`config.mk`:
```
export PLATFORM = sky130hd
export DESIGN_NAME = canonical_huffman_decoder
export DESIGN_NICKNAME = d
export VERILOG_FILES = /design/src/rtl/canonical_huffman_decoder.sv
export SDC_FILE = /design/constraint.sdc
export NUM_CORES = 2
export LEC_CHECK = 0
export ABC_AREA = 1
export CAP_MARGIN = 30
export CELL_PAD_IN_SITES_DETAIL_PLACEMENT = 1
export CELL_PAD_IN_SITES_GLOBAL_PLACEMENT = 1
export CORE_ASPECT_RATIO = 0.5
export CORE_MARGIN = 5
export CORE_UTILIZATION = 35
export DETAILED_ROUTE_END_ITERATION = 12
export PLACE_DENSITY_LB_ADDON = 0.2
export SLEW_MARGIN = 15
export SYNTH_ARGS = -nofsm -noshare
export SYNTH_HDL_FRONTEND = slang
export SYNTH_SLANG_ARGS = --single-unit
```
`constraint.sdc`:
```
create_clock -name clk -period 8.8 [get_ports clk]
set_input_delay 1.32 -clock clk [delete_from_list [all_inputs] [get_ports clk]]
set_output_delay 1.32 -clock clk [all_outputs]
set_load 0.01 [all_outputs]
```
`src/rtl/canonical_huffman_decoder.sv`:
```
// canonical_huffman_decoder: bit-serial canonical Huffman decoder, MSB-first codewords, table-driven.
// Optional out_len port under `HUFF_DEC_LEN_OUT_EN.
module canonical_huffman_decoder #(
  parameter int SYM_W   = 8,
  parameter int MAX_LEN = 15,
  parameter int LEN_W   = 4
) (
  input  logic             clk,
  input  logic             rst,
  input  logic             cfg_we,
  input  logic             cfg_sel,
  input  logic [SYM_W-1:0] cfg_addr,
  input  logic [SYM_W:0]   cfg_data,
  input  logic             dec_clr,
  input  logic             in_valid,
  output logic             in_ready,
  input  logic             in_bit,
  output logic             out_valid,
  input  logic             out_ready,
  output logic [SYM_W-1:0] out_sym,
  output logic             busy,
  output logic             err
`ifdef HUFF_DEC_LEN_OUT_EN
  ,
  output logic [LEN_W-1:0] out_len
`endif
);
  localparam int CL = MAX_LEN + 1;
  localparam int CW = (CL > SYM_W + 1) ? CL : SYM_W + 1;
  localparam logic [LEN_W-1:0] LMAX = LEN_W'(MAX_LEN);
  localparam logic [SYM_W-1:0] AMAX = SYM_W'(MAX_LEN);
  typedef enum logic [1:0] {S_BIT, S_OUT, S_ERR} state_t;
  state_t r_state, w_next;
  logic [LEN_W-1:0] r_len, w_l;
  logic [MAX_LEN:0] r_code, r_first, w_c, w_f, w_d;
  logic [SYM_W:0] r_index, w_cnt;
  logic [SYM_W:0] r_bl_count [0:MAX_LEN];
  logic [SYM_W-1:0] r_sym_table [0:(1<<SYM_W)-1];
  logic [SYM_W-1:0] r_out_sym, w_sidx;
  logic w_take, w_match, w_cfg_ok, w_addr_ok;
  assign in_ready  = r_state == S_BIT;
  assign out_valid = r_state == S_OUT;
  assign err       = r_state == S_ERR;
  assign busy      = (r_len != '0) || (r_state == S_OUT);
  assign out_sym   = r_out_sym;
  assign w_take    = in_valid && in_ready;
  assign w_l       = r_len + 1'b1;
  assign w_c       = {r_code[MAX_LEN-1:0], in_bit};
  assign w_f       = {r_first[MAX_LEN-1:0], 1'b0};
  assign w_d       = w_c - w_f;
  assign w_cnt     = r_bl_count[w_l];
  // Offset into the current length's run of codes; below the count means a hit.
  assign w_match   = CW'(w_d) < CW'(w_cnt);
  assign w_sidx    = SYM_W'(CW'(r_index) + CW'(w_d));
  assign w_cfg_ok  = cfg_we && (r_state == S_BIT) && (r_len == '0);
  assign w_addr_ok = (cfg_addr != '0) && (cfg_addr <= AMAX);
  always_comb begin
    w_next = r_state;
    if (dec_clr) w_next = S_BIT;
    else if (w_take) w_next = w_match ? S_OUT : ((w_l == LMAX) ? S_ERR : S_BIT);
    else if (out_valid && out_ready) w_next = S_BIT;
  end
  always_ff @(posedge clk or posedge rst)
    if (rst) r_state <= S_BIT;
    else r_state <= w_next;
  always_ff @(posedge clk or posedge rst)
    if (rst) begin
      r_len     <= '0;
      r_code    <= '0;
      r_first   <= '0;
      r_index   <= '0;
      r_out_sym <= '0;
      for (int i = 0; i <= MAX_LEN; i++) r_bl_count[i] <= '0;
    end else begin
      if (dec_clr || (w_take && w_match)) begin
        r_len   <= '0;
        r_code  <= '0;
        r_first <= '0;
        r_index <= '0;
      end else if (w_take && (w_l != LMAX)) begin
        r_len   <= w_l;
        r_code  <= w_c;
        r_first <= w_f + CL'(w_cnt);
        r_index <= r_index + w_cnt;
      end
      if (!dec_clr && w_take && w_match) r_out_sym <= r_sym_table[w_sidx];
      if (w_cfg_ok && !cfg_sel && w_addr_ok) r_bl_count[LEN_W'(cfg_addr)] <= cfg_data;
    end
  always_ff @(posedge clk)
    if (!rst && w_cfg_ok && cfg_sel) r_sym_table[cfg_addr] <= cfg_data[SYM_W-1:0];
`ifdef HUFF_DEC_LEN_OUT_EN
  logic [LEN_W-1:0] r_out_len;
  assign out_len = r_out_len;
  always_ff @(posedge clk or posedge rst)
    if (rst) r_out_len <= '0;
    else if (dec_clr) r_out_len <= '0;
    else if (w_take && w_match) r_out_len <= w_l;
`endif
endmodule

```
# After elaboration in Yosys (flattened, before gate mapping)
# Memory sizes are Yosys's and may differ from the RTL's. A register that Yosys moved wholly into a read port is not among the register bits.
# Index checks and enable logic that the tools add are counted.
# classes
add_sub_neg	5
n_lt_le_gt_ge	5
n_eq_ne	4
muxes	21
bitwise_logic	2
n_reduce_logical	25
# op_table
op	n
$bwmux W144	1
$mux W15	4
$mux W9	5
$bmux W9 S4	1
$demux W9 S4	1
$lt A16 B9 Y1	1
$sub A16 B16 Y16	1
$add A15 B9 Y15	1
$logic_and A1 B1 Y1	14
$ge A5 B5 Y1 const B	2
$mux W2	5
$not A4 Y5	2
$add A9 B9 Y9	1
$add A8 B8 Y8	1
$le A8 B4 Y1 const B	1
$mux W4	2
$reduce_bool A8 Y1	1
$lt A5 B1 Y1 const B	1
$add A4 B1 Y4 const B	1
$eq A4 B4 Y1 const B	1
$logic_not A4 Y1	1
$ne A4 B4 Y1 const B	1
$reduce_bool A4 Y1	1
$logic_not A1 Y1	3
7 further kinds	9
# totals
register_bits	189
ram_bits	2048
inputBits	25
out_inout_bits	12
elab_cells	84
mem_count	1
# memory_table
name	depth	word_bits	read_ports	rd_clocked_by_memory_dff	wr	line_no	source
r_sym_table	256	8	1	1	1	38	logic [SYM_W-1:0] r_sym_table [0:(1<<SYM_W)-1];

# Logic depth before layout (Yosys ltp)
# logic_depth
ltp_word	9
ltp_mapped	25
depth_no_buf	21

# Worst setup path after synthesis
# OpenSTA, ideal clock, no wires.
# synth_path
path_type	input -> register
from	input rst
to	memory r_sym_table[103][0] (enable)
t_arrival_ns	6.923
t_required_ns	8.430
path_slack_ns	1.507
cell_stages	7
n_path_buf	2
path_cell_list	inv_1 nand2_1 nor2_1 buf_2 nand2_1 clkbuf_1 nor2_1
# synth_via
elab_chain_cells	5
# synth_lines
element	line_no	source
from (decl)	9	input logic rst,
$logic_not A1 Y1	90	if (!rst && w_cfg_ok && cfg_sel) r_sym_table[cfg_addr] <= cfg_data[SYM_W-1:0];
$logic_and A1 B1 Y1 (2 in a row)	90	
$mux W1	90	
$mux W1 (implied by the code)	90	
to (decl)	38	
# Every way passes these cells.

# Final worst setup path
# layout_path
from	register r_len[0]
to	register r_out_sym[7] (netlist: out_sym[7]) (read register of r_sym_table)
# layout_via
elab_chain_cells	7
# layout_lines
element	line_no	source
from (decl)	34	logic [LEN_W-1:0] r_len, w_l;
from (signal assigned)	81	r_len <= w_l;
$add A4 B1 Y4	47	assign w_l = r_len + 1'b1;
$not A4 Y5 (implied by the code)	51	assign w_cnt = r_bl_count[w_l];
$bmux W9 S4	51	
$mux W9 (implied by the code) (2 in a row)	51	
$lt A16 B9 Y1	53	assign w_match = CW'(w_d) < CW'(w_cnt);
$logic_and A1 B1 Y1	86	if (!dec_clr && w_take && w_match) r_out_sym <= r_sym_table[w_sidx];
to (decl)	39	logic [SYM_W-1:0] r_out_sym, w_sidx;
# Every way passes these cells. The select of a mux whose other input is x is not followed.
# A chain may end at the register's enable or synchronous reset.

==> run summary <==
Outcome: finished, final reports clean
Fillers: 29700
EDFF count, synth: 2048
Peak supply drop: 411 µV
Static leakage: 38.2 nW
Routed wire length: 314000 µm
Ys flop type: edfxtp_1
Largest net degree at the start of global routing: 176
Yosys top cell area share: 64.3%
Total CTS buffers: 220
Fmax: 0.169 GHz
Fin area: 106000 µm²
Register area: 66400 µm²
Critical path, cell by cell: inv_2, buf_4, ha_1, buf_4, inv_1, buf_4, o21ai_0, o221ai_1, o211ai_1, nand2_1, inv_1, ha_1, a21oi_1, nor2_1, a211oi_1, nand2_1, nand2_1, buf_4, nand3_1, nand2_1, nand2_1
Most common library cells after synthesis: nor2_1 (2113), edfxtp_1 (2048), nand2_1 (1942)
Switch share: 38.6%
DR iter-0 viols: 5989
Setup bufs post-CTS: 0
Hold WC Path Type: flop to flop
Net Switching: 12.0 mW
Layout cells sized above 1: 5.37%
Int Pwr: 19.2 mW
Actual slew at the worst max-slew pin: 1050 ps
Non-Filler Instances: 12600
Synth top area cells: edfxtp_1 (64%), nor2_1 (8.3%), nand2_1 (7.6%)
GRT overflow: 0
Die height: 380 µm
Site Rows: 135
YS warnings: 0
CP Max Fanout: 74
Max-slew violation count: 0
Synth Area per Inst: 10.7 µm²
Post-route ant nets: 0
Most used cell, CP: nand2_1
Mapped Cells: 8978
Synthesized cell area: 95700 µm²
Final setup vio count: 0
Die Wd: 749 µm
Max-Cap Viols: 0
Dpl hpwl: 178000 µm
Final clock skew: 66.5 ps
DIE AREA: 285000 µm²
Drt via density: 5.22
Yosys top cell by area: edfxtp_1
Core area: 271000 µm²
Routed via count: 65900
Initial Util: 35.2%
1st-pass router iterations: 5
Clk slew on worst S/H paths: 60 ps
Post-synth ARST share: 8.73%
PD cells: 294 nW/µm²
Max incr delay on CP: 680 ps
Register area share after synthesis: 69.4%
Top-count cell post-synth: nor2_1
Power Total: 31.2 mW
Layout area overhead: 10.8%
Count of cell types in the netlist: 41
CP Launch Type: flop
Buffer levels on the longest clock path: 4
CP arrival: 6650 ps
FF+latch count, synth: 2244
IO Port Bufs: 36
CP delay by family, top: buffers and inverters
Clock Latency Late Sink: 890 ps
CTS tree: yes
Total Neg Setup Slack: 0 ps
Multi-input gate area: 25800 µm²
GP Congestion: 0.800
Vias in the first global route: 67100
Drt drc: 0
Final setup margin: 2870 ps
Drt wl/cell: 24.9 µm
Area after DPL: 99300 µm²
Post-CTS Resized: 0
Placed cell count: 12200
Final Hold Fails: 0
Sequential share of power: 37.4%
Worst Setup End Kind: flop
I/O Pins: 37
First-pass GRT wire length: 462000 µm
Fin nets: 8894
Worst path buffer plus inverter count: 7
Initial antenna violation count: 24
Num Clock Sinks: 2244
Total GRT Usage: 21.5%
Minimum clock period: 5930 ps
Clock Power Share: 29.2%
RSZ-0062 raised after global routing: false
Post-CTS Hold Fix Bufs: 0
Relative max-transition margin: 30.0%
Pre-CTS setup slack: 2160 ps
Worst endpoint required time: 9520 ps
Root Buffer Master: clkbuf_16
Comb power frac: 33.4%
Slowest library cell on the worst path: dfrtp_2
H-tree levels: 4
Kind of critical path: flop to flop
Synthesized Nets: 9054
Tcrit/Tclk final: 67.4%
==> flip-flops by register name, indices dropped and copies added (netlist names) <==
| register | flops |
|---|---|
| r_state | 2 |
| r_first | 15 |
| r_sym_table | 2048 |
| r_index | 8 |
| r_code | 15 |
| out_sym | 8 |
| r_len | 4 |
| r_bl_count | 144 |
==> cell type report <==
cell class              instances  share of cell area (%)
clock inverters                86                   0.550
repair buffers                168                    1.74
multi-input cells            5973                    24.3
well taps                    3630                    4.28
inverters                     211                   0.788
clock buffers                 301                    5.66
flip-flops and latches       2244                    62.6
diodes                          5                  0.0118
==> through the flow <==
stage	util, %	hold slack (ps)
global placement	36.5	360
CTS	39.0	376
finish	39.1	370
global route	39.1	385
floorplan	-	424
detailed placement	36.6	362
==> kinds of logic after synthesis <==
kind of cell / after synthesis / share of synthesized area [%]
buffers and inverters: 761 / 3.80
adders and majority gates: 51 / 0.698
DFF: 2244 / 69.4
xor gates and xnor gates: 32 / 0.301
muxes: 12 / 0.126
AOI/OAI and AO/OA: 1363 / 7.28
and+or+nand+nor: 4515 / 18.4
==> power by group through the flow <==
stage | registers (mW) | logic, mW | clock network, mW
after global routing | 11.7 | 11.3 | 9.75
after global placement | 11.9 | 10.4 | 0
after floorplan | 11.9 | 6.05 | 0
final | 11.7 | 10.4 | 9.10
after detailed placement | 11.9 | 10.4 | 0
after CTS | 11.7 | 10.5 | 9.29
==> per-layer routing <==
layer	vias to the layer above	global-route usage, %	part of all wire [%]
li1	30200	-	-
met1	33600	31.7	47
met2	1690	33.8	45
met3	354	2.83	5.7
met4	2	4.68	2.0
met5	-	0	0.017
==> worst paths after layout <==
| kind | cells after the start | from | slack, ps | endpoint |
|---|---|---|---|---|
| setup / recovery | 21 | r_len[0] | 2870 | out_sym[7] |
| hold / removal | 0 | r_bl_count[143] | 370 | r_bl_count[143] |
| setup reg to reg | 21 | r_len[0] | 2870 | out_sym[7] |
| hold reg to reg | 0 | r_bl_count[143] | 370 | r_bl_count[143] |
| max in group asynchronous | 6 | rst | 6030 | r_bl_count[92] |
| min in group asynchronous | 2 | rst | 910 | r_first[11] |
==> placed cells by master, fill, tap and decap left out, types with 4 or more instances in the layout <==
cell type	n
clkinv_2	39
o22ai_1	15
a21oi_1	34
nand2_2	27
nand2_1	1924
o211ai_1	16
or2_2	5
inv_1	203
clkbuf_8	10
clkbuf_1	65
mux2i_1	12
o221ai_1	17
xor2_1	18
inv_6	4
bufinv_16	7
o21ai_0	1216
nor2_1	2111
clkbuf_16	224
dfrtp_1	195
a31oi_1	5
nand3_1	414
buf_16	4
diode_2	5
o21ai_1	56
xnor2_1	7
buf_12	28
clkinv_1	36
nand4_1	15
edfxtp_1	2048
ha_1	46
nor3_1	8
buf_4	96
clkdlybuf4s50_1	28
buf_8	10
Note: power is estimated with default switching activity, not from simulation.
